[src/rtl/load_store_unit.sv]
`default_nettype none
// ============================================================================
// Module      : load_store_unit
// Description : RV32I load/store execution with word-wide req/ack memory bus.
//               Optional MISALIGN_TRAP_EN traps misaligned half/word accesses.
// Revision    : 1.0 - initial release
// ============================================================================
module load_store_unit #(
    parameter int TIMEOUT_CYCLES = 255,
    parameter int TIMEOUT_W      = 8
) (
    input  logic        clk,
    input  logic        reset_n,
    input  logic        start,
    input  logic        is_store,
    input  logic [2:0]  funct3,
    input  logic [31:0] base_addr,
    input  logic [31:0] store_data,
    input  logic [31:0] imm,
    input  logic [4:0]  rd,
    output logic        busy,
    output logic        done,
    output logic        err,
    output logic        mem_req,
    output logic        mem_we,
    output logic [31:0] mem_addr,
    output logic [31:0] mem_wdata,
    output logic [3:0]  mem_be,
    input  logic        mem_ack,
    input  logic [31:0] mem_rdata,
    output logic        rf_we,
    output logic [4:0]  rf_waddr,
    output logic [31:0] rf_wdata
);
    typedef enum logic [1:0] {
        S_IDLE = 2'd0,
        S_REQ  = 2'd1,
        S_WB   = 2'd2,
        S_ERR  = 2'd3
    } state_t;

    localparam logic                 c_timeout_en   = (TIMEOUT_CYCLES != 0);
    localparam logic [TIMEOUT_W-1:0] c_timeout_last = TIMEOUT_W'(TIMEOUT_CYCLES - 1);

    state_t                r_state;
    logic [2:0]            r_funct3;
    logic [1:0]            r_off;
    logic [4:0]            r_rd;
    logic [TIMEOUT_W-1:0]  r_tcnt;
    logic                  r_done, r_err, r_mem_req, r_mem_we, r_rf_we;
    logic [31:0]           r_mem_addr, r_mem_wdata, r_rf_wdata;
    logic [3:0]            r_mem_be;
    logic [4:0]            r_rf_waddr;

    logic [31:0] w_ea;
    logic        w_illegal;
    logic        w_misalign;
    logic [3:0]  w_st_be;
    logic [31:0] w_st_wdata;
    logic [7:0]  w_byte;
    logic [15:0] w_half;
    logic [31:0] w_ld_data;

    assign w_ea = base_addr + imm;

    assign w_illegal = is_store ? (funct3[2] || (funct3 == 3'b011))
                                : ((funct3 == 3'b011) || (funct3[2:1] == 2'b11));

`ifdef MISALIGN_TRAP_EN
    assign w_misalign = ((funct3[1:0] == 2'b01) && w_ea[0]) ||
                        ((funct3[1:0] == 2'b10) && (w_ea[1:0] != 2'b00));
`else
    assign w_misalign = 1'b0;
`endif

    always_comb begin
        w_st_be    = 4'hF;
        w_st_wdata = store_data;
        case (funct3[1:0])
            2'b00: begin
                w_st_be    = 4'b0001 << w_ea[1:0];
                w_st_wdata = {4{store_data[7:0]}};
            end
            2'b01: begin
                w_st_be    = 4'b0011 << {w_ea[1], 1'b0};
                w_st_wdata = {2{store_data[15:0]}};
            end
            default: ;
        endcase
    end

    // Lane extraction uses the offset latched at launch, not the live inputs.
    always_comb begin
        w_byte = mem_rdata[7:0];
        case (r_off)
            2'd1:    w_byte = mem_rdata[15:8];
            2'd2:    w_byte = mem_rdata[23:16];
            2'd3:    w_byte = mem_rdata[31:24];
            default: ;
        endcase
        w_half = r_off[1] ? mem_rdata[31:16] : mem_rdata[15:0];
        case (r_funct3)
            3'b000:  w_ld_data = {{24{w_byte[7]}}, w_byte};
            3'b001:  w_ld_data = {{16{w_half[15]}}, w_half};
            3'b100:  w_ld_data = {24'd0, w_byte};
            3'b101:  w_ld_data = {16'd0, w_half};
            default: w_ld_data = mem_rdata;
        endcase
    end

    always_ff @(posedge clk or negedge reset_n) begin
        if (!reset_n) begin
            r_state     <= S_IDLE;
            r_funct3    <= 3'd0;
            r_off       <= 2'd0;
            r_rd        <= 5'd0;
            r_tcnt      <= '0;
            r_done      <= 1'b0;
            r_err       <= 1'b0;
            r_mem_req   <= 1'b0;
            r_mem_we    <= 1'b0;
            r_mem_addr  <= 32'd0;
            r_mem_wdata <= 32'd0;
            r_mem_be    <= 4'd0;
            r_rf_we     <= 1'b0;
            r_rf_waddr  <= 5'd0;
            r_rf_wdata  <= 32'd0;
        end else begin
            r_done  <= 1'b0;
            r_err   <= 1'b0;
            r_rf_we <= 1'b0;
            case (r_state)
                S_IDLE: begin
                    if (start) begin
                        r_funct3 <= funct3;
                        r_off    <= w_ea[1:0];
                        r_rd     <= rd;
                        if (w_illegal || w_misalign) begin
                            r_state <= S_ERR;
                            r_done  <= 1'b1;
                            r_err   <= 1'b1;
                        end else begin
                            r_state     <= S_REQ;
                            r_tcnt      <= '0;
                            r_mem_req   <= 1'b1;
                            r_mem_we    <= is_store;
                            r_mem_addr  <= {w_ea[31:2], 2'b00};
                            r_mem_wdata <= w_st_wdata;
                            r_mem_be    <= is_store ? w_st_be : 4'hF;
                        end
                    end
                end
                S_REQ: begin
                    // An ack in the expiring cycle still completes normally.
                    if (mem_ack) begin
                        r_mem_req <= 1'b0;
                        r_mem_we  <= 1'b0;
                        r_done    <= 1'b1;
                        if (r_mem_we) begin
                            r_state <= S_IDLE;
                        end else begin
                            r_state    <= S_WB;
                            r_rf_we    <= (r_rd != 5'd0);
                            r_rf_waddr <= r_rd;
                            r_rf_wdata <= w_ld_data;
                        end
                    end else if (c_timeout_en && (r_tcnt == c_timeout_last)) begin
                        r_mem_req <= 1'b0;
                        r_mem_we  <= 1'b0;
                        r_state   <= S_ERR;
                        r_done    <= 1'b1;
                        r_err     <= 1'b1;
                    end else begin
                        r_tcnt <= r_tcnt + TIMEOUT_W'(1);
                    end
                end
                S_WB:    r_state <= S_IDLE;
                default: r_state <= S_IDLE;
            endcase
        end
    end

    assign busy      = (r_state != S_IDLE);
    assign done      = r_done;
    assign err       = r_err;
    assign mem_req   = r_mem_req;
    assign mem_we    = r_mem_we;
    assign mem_addr  = r_mem_addr;
    assign mem_wdata = r_mem_wdata;
    assign mem_be    = r_mem_be;
    assign rf_we     = r_rf_we;
    assign rf_waddr  = r_rf_waddr;
    assign rf_wdata  = r_rf_wdata;

endmodule
`default_nettype wire

[config.mk]
export PLATFORM = sky130hd
export DESIGN_NAME = load_store_unit
export DESIGN_NICKNAME = d
export VERILOG_FILES = /design/src/rtl/load_store_unit.sv
export SDC_FILE = /design/constraint.sdc
export NUM_CORES = 1
export LEC_CHECK = 0
export ABC_AREA = 1
export CAP_MARGIN = 5
export CELL_PAD_IN_SITES_DETAIL_PLACEMENT = 0
export CELL_PAD_IN_SITES_GLOBAL_PLACEMENT = 2
export CORE_ASPECT_RATIO = 0.6
export CORE_MARGIN = 5
export CORE_UTILIZATION = 23
export CTS_CLUSTER_DIAMETER = 50
export DETAILED_ROUTE_END_ITERATION = 10
export PLACE_DENSITY = 0.88
export SETUP_SLACK_MARGIN = 0.2
export SLEW_MARGIN = 40
export SYNTH_ARGS = -nofsm -noshare
export SYNTH_HDL_FRONTEND = slang
export SYNTH_SLANG_ARGS = --single-unit
export TNS_END_PERCENT = 30
[constraint.sdc]
create_clock -name clk -period 1.5 [get_ports clk]
set_input_delay 0.3 -clock clk [delete_from_list [all_inputs] [get_ports clk]]
set_output_delay 0.3 -clock clk [all_outputs]
set_load 0.03 [all_outputs]
==> impl_metrics.tcl <==
set metrics [dict create \
    outcome "finished, violations left" \
    violations "setup timing" \
    fmax_mhz 639 \
    rows 53 \
    p_total_uw 25600 \
    crit_arrival_ns 1.87 \
    min_period_over_period_pct 104 \
    wl_per_cell_um 18.0 \
    crit_path_start_kind "flip-flop" \
    drc_errors 0 \
    hp-class "in2async" \
    path_class "reg2reg" \
    grt_usage_pct 16.6 \
    hpwl_um 26500 \
    min_period_ns 1.56 \
    syn-cell-area_mm2 0.00812 \
    drt-initial-drc-count 655 \
    start_util_pct 23.2 \
    cts_max_path_buffers 2 \
    cts_sinks 128 \
    htreeDepth 4 \
    ys_ff_latch 128 \
    numCtsBuffers 17 \
    yosys_warnings 0 \
    cts-root-buf "clkbuf_16" \
    clk_latency_ns 0.44 \
    end_kind "flip-flop" \
    rsz0062_at_grt "yes" \
    required_ns 1.80 \
    final_cell_mix "321 x nand2_1, 155 x inv_1, 127 x buf_4" \
    maxCapViolations 0 \
    die_w_um 253 \
    areaGrowthSynthToFinish_pct 79.4 \
    post-route-util_pct 41.7 \
    finalWeightedCongestion 0.874 \
    cts_tree "done" \
    holdWs_ns 0.350 \
    die_area_mm2 0.0393 \
    critPathMaxFanout 5 \
    die_y_um 156 \
    grt_pass1_wl_um 50600 \
    syn-instance-count 1163 \
    final_common_cell "nand2_1" \
    ioPinCount 252 \
    wl_um 36700 \
    fin_skew_ns 0.0115 \
    clk_pin_slew_worst_paths_ns 0.07 \
    nets 1730 \
    drv_slew 0 \
    setup_ws_ns -0.0647 \
    antenna_cells 0 \
    grt_remaining_overflow 0 \
    numPortBuffers 249 \
    grt_antenna_before_repair 1 \
    grt_pass1_vias 8687 \
    power_density_mw_per_mm2 1760 \
    stdcell_count 2035 \
    setup_violations 46 \
    seq_area_frac_synth_pct 39.5 \
    final_layout_size_suffix_gt1_share_pct 34.4 \
    synth.distinct_cells 38 \
    core_area_mm2 0.0349 \
    dp.cells 1951 \
    peakVddDrop_uv 916 \
    avgSynthCellArea_um2 6.98 \
    first_pass_iters 5 \
    hold_violations 0 \
    grt_start_max_net_pins 51 \
    leakage_uw 0.00704 \
    viasPerCell 4.47 \
    vias 9101 \
    antenna_left 0 \
]
-- synthesized netlist by cell type, drive strengths merged --
cell type / n / area share, %
a21o: 1 / 0.093
a221oi: 1 / 0.11
a21oi: 67 / 4.1
mux2i: 7 / 0.86
o22ai: 3 / 0.23
conb: 1 / 0.046
o211ai: 14 / 1.3
ha: 33 / 5.1
fa: 1 / 0.25
nand4: 6 / 0.46
buf: 24 / 1.8
inv: 166 / 7.7
nor3: 5 / 0.45
nand3b: 4 / 0.37
and2: 1 / 0.077
xnor2: 16 / 1.7
a31oi: 12 / 0.92
clkbuf: 16 / 0.74
xor2: 4 / 0.43
dfrtp: 128 / 39
nand2: 400 / 19
o31ai: 6 / 0.55
nor2: 82 / 3.9
nand3: 73 / 4.5
or2: 2 / 0.15
o21bai: 3 / 0.28
o21ai: 78 / 4.8
a211oi: 9 / 0.89
-- repair_timing --
item,4_1_cts,5_1_grt
pin swaps,67,31
gates cloned,0,17
endpoints found under the hold margin,30,0
setup endpoints to repair,220,230
resized for setup,811,109
hold buffers,1,0
setup buffers,22,12
-- cell families (layout without fill, tap and decap cells) --
family                   after synthesis  in the layout  synth area share (%)
buffers and inverters                206            610                  10.2
AO/OA/AOI/OAI                        194            194                  13.3
adder cells (fa/ha/maj)               34             34                  5.33
multiplexers                           7              7                 0.863
AND/OR/NAND/NOR                      573            573                  28.6
flip-flops                           128            128                  39.5
XOR/XNOR                              20             20                  2.16
other                                  1              2                0.0462
-- path summary, 6_finish.rpt --
kind / start / end / slack (ns) / cells past startpoint
hold reg to reg: r_rd[4]$_DFFE_PN0P_ / rf_we$_DFF_PN0_ / 0.49 / 2
min in group clk: base_addr[0] / r_off[0]$_DFFE_PN0P_ / 0.36 / 4
hold / removal: reset_n / mem_wdata[1]$_DFFE_PN0P_ / 0.35 / 2
max in group asynchronous: reset_n / mem_be[1]$_DFFE_PN0P_ / 0.58 / 3
setup reg to reg: r_state[0]$_DFFE_PN0P_ / rf_wdata[7]$_DFFE_PN0P_ / -0.06 / 6
setup / recovery: r_state[0]$_DFFE_PN0P_ / rf_wdata[7]$_DFFE_PN0P_ / -0.06 / 6
-- sequential cells by signal (all words and copies together), names as in the netlist, 2 cells and up --
signal	flops
mem_be	4
mem_wdata	32
r_off	2
rf_wdata	32
r_tcnt	8
r_funct3	3
rf_waddr	5
r_state	2
r_rd	5
mem_addr	30
-- area by class of cell --
class / instances / area [um^2]
fillers: 3557 / 20400
inverters: 166 / 638
repair inverters: 1 / 6.26
multi-input cells: 830 / 5240
clock buffers: 20 / 467
flip-flops and latches: 128 / 3210
clock inverters: 12 / 98.8
repair buffers: 411 / 4320
well taps: 467 / 584
-- per-layer routing --
metal / track usage, % / vias up / share of wire (%)
li1: - / 4490 / -
met1: 25.1 / 4378 / 50
met2: 24.4 / 211 / 43
met3: 3.43 / 20 / 5.8
met4: 3.43 / 2 / 0.90
met5: 0 / - / 0.035
-- per-stage QoR --
step | TNS [ns] | setup slack [ns] | cell area (um^2)
floorplan | -0.229 | -0.0552 | 8420
global placement | -56.69 | -0.731 | 12400
detailed placement | -56.63 | -0.735 | 12400
CTS | -0.0227 | -0.0202 | 13800
global route | -10.26 | -0.178 | 14600
finish | -0.934 | -0.0647 | 14600
-- where the power goes --
| part | total (uW) | internal, uW | switching, uW | leakage [uW] |
|---|---|---|---|---|
| clock network | 4100 | 2280 | 1810 | 0.000275 |
| registers | 6420 | 5050 | 1370 | 0.00155 |
| logic | 15100 | 6810 | 8320 | 0.00521 |
-- worst max-delay path, stage by stage (launching register included) --
cell	delay (ns)
dfrtp_1	0.38
buf_6	0.12
nand2_4	0.05
nor3_4	0.24
inv_4	0.11
a221oi_1	0.40
a21oi_1	0.12
Power figures use the tool's default switching activity.
